## src/rtl/button_conditioner.sv

```systemverilog
// button_conditioner: input front end for the clock's five user controls.
// Each raw input passes through a 2-flop synchroniser and a counter-based
// debouncer. The set switch is presented as a debounced level; the four
// direction buttons produce a one-cycle pulse per accepted press.
//
// Ports:
//   i_clk        system clock
//   i_rst        synchronous active-high reset
//   i_btn_set    raw set switch (asynchronous)
//   i_btn_up     raw up button (asynchronous)
//   i_btn_down   raw down button (asynchronous)
//   i_btn_left   raw left button (asynchronous)
//   i_btn_right  raw right button (asynchronous)
//   o_set        debounced set level
//   o_up/o_down/o_left/o_right  one-cycle press pulses
//
// Optional feature: define BTN_REPEAT_EN to make o_up/o_down auto-repeat
// while held (first repeat after REPEAT_DELAY, then every REPEAT_PERIOD).
module button_conditioner #(
  parameter int unsigned DB_COUNT      = 1000000,
  parameter int unsigned DB_CNT_W      = 20,
  parameter bit          ACTIVE_LOW    = 1'b0,
  parameter int unsigned REPEAT_DELAY  = 50000000,
  parameter int unsigned REPEAT_PERIOD = 10000000
) (
  input  logic i_clk,
  input  logic i_rst,
  input  logic i_btn_set,
  input  logic i_btn_up,
  input  logic i_btn_down,
  input  logic i_btn_left,
  input  logic i_btn_right,
  output logic o_set,
  output logic o_up,
  output logic o_down,
  output logic o_left,
  output logic o_right
);

  localparam int unsigned N_CH     = 5;
  localparam int unsigned CH_SET   = 0;
  localparam int unsigned CH_UP    = 1;
  localparam int unsigned CH_DOWN  = 2;
  localparam int unsigned CH_LEFT  = 3;
  localparam int unsigned CH_RIGHT = 4;

  localparam logic [DB_CNT_W-1:0] DB_LAST = DB_CNT_W'(DB_COUNT - 1);

`ifdef BTN_REPEAT_EN
  localparam int unsigned REP_MAX = (REPEAT_DELAY > REPEAT_PERIOD) ? REPEAT_DELAY : REPEAT_PERIOD;
  localparam int unsigned REP_W   = (REP_MAX > 2) ? $clog2(REP_MAX) : 1;
  localparam logic [REP_W-1:0] REP_DELAY_LAST  = REP_W'(REPEAT_DELAY - 1);
  localparam logic [REP_W-1:0] REP_PERIOD_LAST = REP_W'(REPEAT_PERIOD - 1);
`endif

  logic [N_CH-1:0] raw_c;
  logic [N_CH-1:0] in_c;
  logic [N_CH-1:0] s1;
  logic [N_CH-1:0] s2;
  logic [N_CH-1:0] db;
  logic [N_CH-1:1] db_prev;
  logic [N_CH-1:1] rise_c;
  logic [N_CH-1:1] pulse;

  assign raw_c = {i_btn_right, i_btn_left, i_btn_down, i_btn_up, i_btn_set};
  assign in_c  = ACTIVE_LOW ? ~raw_c : raw_c;

  // Two-flop synchroniser for all channels
  always_ff @(posedge i_clk) begin
    if (i_rst) begin
      s1 <= '0;
      s2 <= '0;
    end else begin
      s1 <= in_c;
      s2 <= s1;
    end
  end

  // Debouncer: db follows s2 only after DB_COUNT consecutive differing cycles
  for (genvar g = 0; g < N_CH; g++) begin : g_db
    logic [DB_CNT_W-1:0] cnt;
    logic                db_q;

    always_ff @(posedge i_clk) begin
      if (i_rst) begin
        cnt  <= '0;
        db_q <= 1'b0;
      end else if (s2[g] == db_q) begin
        cnt <= '0;
      end else if (cnt == DB_LAST) begin
        db_q <= s2[g];
        cnt  <= '0;
      end else begin
        cnt <= cnt + DB_CNT_W'(1);
      end
    end

    assign db[g] = db_q;
  end

  // Previous debounced level for rising-edge detection on pulse channels
  always_ff @(posedge i_clk) begin
    if (i_rst) begin
      db_prev <= '0;
    end else begin
      db_prev <= db[N_CH-1:1];
    end
  end

  assign rise_c = db[N_CH-1:1] & ~db_prev;

  // Pulse generation per direction channel
  for (genvar g = 1; g < N_CH; g++) begin : g_pulse
    logic pulse_q;

`ifdef BTN_REPEAT_EN
    if (g == CH_UP || g == CH_DOWN) begin : g_rep
      logic [REP_W-1:0] rep_cnt;
      logic             rep_first;

      // Repeat counter restarts on the initial pulse and after every repeat
      always_ff @(posedge i_clk) begin
        if (i_rst) begin
          pulse_q   <= 1'b0;
          rep_cnt   <= '0;
          rep_first <= 1'b1;
        end else begin
          pulse_q <= 1'b0;
          if (!db[g]) begin
            rep_cnt   <= '0;
            rep_first <= 1'b1;
          end else if (rise_c[g]) begin
            pulse_q   <= 1'b1;
            rep_cnt   <= '0;
            rep_first <= 1'b1;
          end else if (rep_cnt == (rep_first ? REP_DELAY_LAST : REP_PERIOD_LAST)) begin
            pulse_q   <= 1'b1;
            rep_cnt   <= '0;
            rep_first <= 1'b0;
          end else begin
            rep_cnt <= rep_cnt + REP_W'(1);
          end
        end
      end
    end else begin : g_once
      always_ff @(posedge i_clk) begin
        if (i_rst) pulse_q <= 1'b0;
        else       pulse_q <= rise_c[g];
      end
    end
`else
    always_ff @(posedge i_clk) begin
      if (i_rst) pulse_q <= 1'b0;
      else       pulse_q <= rise_c[g];
    end
`endif

    assign pulse[g] = pulse_q;
  end

  assign o_set   = db[CH_SET];
  assign o_up    = pulse[CH_UP];
  assign o_down  = pulse[CH_DOWN];
  assign o_left  = pulse[CH_LEFT];
  assign o_right = pulse[CH_RIGHT];

endmodule
```

## config.mk

```make
export PLATFORM = sky130hd
export DESIGN_NAME = button_conditioner
export DESIGN_NICKNAME = d
export VERILOG_FILES = /design/src/rtl/button_conditioner.sv
export SDC_FILE = /design/constraint.sdc
export NUM_CORES = 1
export LEC_CHECK = 0
export CORE_ASPECT_RATIO = 1.25
export CORE_MARGIN = 2
export CORE_UTILIZATION = 55
export CTS_BUF_LIST = sky130_fd_sc_hd__clkbuf_8
export CTS_CLUSTER_SIZE = 14
export DETAILED_ROUTE_END_ITERATION = 8
export GPL_TIMING_DRIVEN = 0
export PLACE_DENSITY = 0.77
export RECOVER_POWER = 50
export SYNTH_ARGS = -nofsm -noshare
export SYNTH_HDL_FRONTEND = slang
export SYNTH_SLANG_ARGS = --single-unit
```

## constraint.sdc

```tcl
create_clock -name i_clk -period 2.25 [get_ports i_clk]
set_clock_uncertainty 0.15 [all_clocks]
set_input_delay 0.45 -clock i_clk [delete_from_list [all_inputs] [get_ports i_clk]]
set_output_delay 0.45 -clock i_clk [all_outputs]
set_load 0.01 [all_outputs]
```

Yosys cells after proc, flatten, opt, wreduce, memory -nomap -nowiden --
Index checks and enable logic that the tools add are counted.
Word-level totals: output and inout bits 5, register bits 123, input bits 7
Operators by class: equal/unequal tests 10, bitwise operators 7, reductions and logical operators 10, $add $sub $neg 5
Operators by type and width (count):
- adder 20 x 1 -> 20 bit (second input constant) | 5
- equality test 20 bit (second input constant) | 5
- OR reduction 3 bit | 5
- AND reduction 2 bit | 5
- equality test 1 bit | 5
- inverter 1 bit | 5
- AND 4 bit | 1
- inverter 4 bit | 1

Depth between registers and ports, before layout --
depth in word-level cells 3, gate-level depth with buffers 6

Worst setup path after synthesis --
No wires, ideal clock.
path kind register -> register, from reg g_db[2].cnt[10], to reg g_db[2].cnt[11], slack 0.176 ns, required time 1.985 ns, stages on the path, launching flop included 6, arrival 1.809 ns, period minus slack after synthesis 2.074 ns, cells stage by stage dfxtp_1 > or4b_1 > or4_4 > o21ai_4 > buf_6 > nor2_1
Between the ends: cells in the longest elaborated chain, start to end 2, elaborated cells between the ends (all ways) 3, those cells by class add/sub (1); eq/ne (1); reduce/logical (1)
RTL lines:
- from (decl) | line 81 | logic [DB_CNT_W-1:0] cnt;
- from (signal assigned) | line 94 | cnt <= cnt + DB_CNT_W'(1);
- parallel branches: the longest is 2 deep, another holds adder 20 x 1 -> 20 bit
Several ways; the timed one is not identified. A chain may end at the register's enable or synchronous reset.

Worst setup path after layout --
from reg g_db[2].cnt[10], to reg g_db[2].db_q
Between the ends: cells in the longest elaborated chain, start to end 2
RTL lines:
- equality test 20 bit | line 90 | end else if (cnt == DB_LAST) begin
- AND reduction 2 bit (no line)
- to (signal assigned) | line 91 | db_q <= s2[g];
- to (decl) | line 82 | logic db_q;
No other way between the ends.

==> results.json <==
{
  "outcome": "finished, final reports clean",
  "setup_violations": 0,
  "syn_area_mm2": 0.00522,
  "floorplan.initialDensity_pct": 56.9,
  "drive_gt1_share_pct": 8.11,
  "grtUsageTotal_pct": 20.6,
  "grt_use_met2_pct": 35.4,
  "layout_min_cycle_time_ns": 2.16,
  "seq_area_frac_synth_pct": 47.2,
  "syn_avg_cell_area_um2": 8.87,
  "use_met1_pct": 23.5,
  "htree_levels": 4,
  "fill_cells": 796,
  "fin_util_pct": 64.4,
  "core_mm2": 0.00917,
  "slowest_delay_ns": 0.58,
  "vias": 4170,
  "grt-ovfl-total": 0,
  "dr.pass1.iters": 4,
  "drtAntennaViolNets": 0,
  "hpwlAfterDp_mm": 6.82,
  "path_buf_inv": 0,
  "start_kind": "flop",
  "cts_buffers": 17,
  "layout_common_cells": "dfxtp_1, nor2_1, a21oi_1",
  "maxSlewViolCount": 0,
  "worstSkewPairLatency_ns": 0.44,
  "antenna_found_initial": 0,
  "fp.dieW_um": 91.1,
  "crit_chain": "or4b_1 -> or4_4 -> or3_1 -> a21oi_1",
  "drtIter0Drc": 208,
  "grt_pass1_wl_mm": 17.4,
  "grt_max_degree": 17,
  "clkSinkCount": 123,
  "ioPinCount": 12,
  "dieArea_mm2": 0.0103,
  "path_class": "flop to flop",
  "irDropWorstVdd_mv": 0.428,
  "place_congestion": 0.842,
  "finalHoldViolations": 0,
  "route.detailed.drc": 0,
  "ff2ff_path_depth": 4,
  "worst_slew_pin_slew_ns": 0.507,
  "vias_per_cell": 5.55,
  "arrival_ns": 2.37,
  "rows": 39,
  "grt_util_met3_pct": 6.19,
  "worstPathMaxFanout": 4,
  "end_kind": "flop",
  "port_buffers": 10,
  "die_h_um": 113,
  "hold_depth": 1,
  "diodes": 0,
  "yosysWarnings": 0,
  "cts_tree": "built",
  "fmax_ghz": 0.464,
  "slew_headroom_pct": 66.2,
  "hold_class": "flop to flop",
  "max-cap-violations": 0,
  "wl_mm": 9.80,
  "power.leakage_uw": 0.00181,
  "final_nets": 628,
  "finalCritPeriodShare_pct": 95.8,
  "clockBufferDepth": 2,
  "synth_cell_types": 42,
  "cp_num_cells": 4,
  "clk_pin_slew_ns": 0.07,
  "root_buffer": "clkbuf_8",
  "worst_path_max_delay_cell": "or4_4",
  "syn_nets": 600,
  "critPathTopFamily": "simple AND/OR/NAND/NOR gates",
  "synthCells": 588,
  "wire_per_inst_um": 13.0,
  "ys_seq_elements": 123,
  "layout_commonest_cell": "dfxtp_1",
  "grt_pass1_vias": 4038,
  "required_ns": 2.46,
  "power_density_mw_per_mm2": 715,
  "grt.busiest_layer": "met2",
  "rsz0062_at_grt": "no",
  "tns_ns": 0,
  "area_growth_pct": 13.3
}
[where the power goes]
group	switching [µW]	internal, µW
Clock	820	1160
Sequential	6.77	2190
Combinational	31.2	23.3
Total	858	3370
[per-layer routing]
layer / share of wire [%] / vias up
li1: - / 2140
met1: 45 / 1960
met3: 3.1 / 19
met5: 0 / -
met2: 50 / 51
met4: 1.9 / 0
[sequential cells by signal, indices dropped and copies added, names as in the netlist]
| name | count |
|---|---|
| db_prev | 4 |
| o_right | 1 |
| o_left | 1 |
| o_down | 1 |
| g_db.cnt | 100 |
| o_set | 1 |
| s1 | 5 |
| o_up | 1 |
| s2 | 5 |
| g_db.db_q | 4 |
[worst paths after layout]
path                   start            to  slack [ns]
max          g_db[2].cnt[10]  g_db[2].db_q        0.09
min               db_prev[1]          o_up        0.23
max reg2reg  g_db[2].cnt[10]  g_db[2].db_q        0.09
min reg2reg       db_prev[1]          o_up        0.23
[layout make-up]
cell class / count / area (µm²) / area share (%)
plain buffers: 16 / 75.1 / 1.27
clock buffers: 20 / 275 / 4.66
clock inverters: 12 / 131 / 2.22
inverters: 20 / 75.1 / 1.27
multi-input cells: 426 / 2620 / 44.4
flip-flops and latches: 123 / 2460 / 41.7
well taps: 123 / 154 / 2.60
repair buffers: 12 / 115 / 1.95
[per-stage QoR]
stage               setup slack (ns)  instances  hold slack [ns]  cell area (µm²)  power [µW]
global placement              -0.197        721            0.223             5470        2300
global route                0.000687        752            0.246             5910        4370
detailed placement            -0.268        721            0.223             5470        2300
CTS                         0.000155        752            0.232             5890        4270
floorplan                      0.176        588            0.217             5220        2280
finish                        0.0946        752            0.231             5910        4230
[synth_stat cells, drive strengths merged]
cell type / count / share of area (%)
nor3: 9 / 0.86
nor4b: 5 / 0.84
and2: 6 / 0.72
nor3b: 1 / 0.14
or4b: 4 / 0.77
nand4bb: 1 / 0.22
buf: 2 / 0.31
nor2b: 18 / 2.2
xnor2: 34 / 5.7
and3: 6 / 0.72
o21ai: 32 / 3.4
or3b: 1 / 0.17
and4: 10 / 1.7
nand2b: 1 / 0.12
a21oi: 39 / 3.7
nor2: 72 / 5.2
nand2: 28 / 2.0
ha: 5 / 1.2
nand3: 32 / 3.2
nand4: 23 / 2.8
dfxtp: 123 / 47
or2: 2 / 0.24
or3: 30 / 3.6
inv: 20 / 1.4
o21bai: 1 / 0.14
nor4: 10 / 1.2
clkbuf: 17 / 1.4
nor4bb: 2 / 0.38
or4: 15 / 2.2
nand4b: 1 / 0.17
o31ai: 11 / 1.6
xor2: 27 / 4.5
[what timing repair did]
item                                    4_1_cts  5_1_grt
pin swaps                                     0        1
setup buffers                                 0        2
resized for setup                             4       14
endpoints found under the hold margin         0        0
hold buffers                                  0        0
endpoints found under the setup margin       31       66
[kinds of logic after synthesis]
family	count (synthesis)	synth area share, %
simple gates	277	29.4
flops	123	47.2
compound gates	83	8.83
buf+inv	39	3.19
fa+ha+maj	5	1.20
xor+xnor	61	10.2
(Power assumes the default switching activity.)
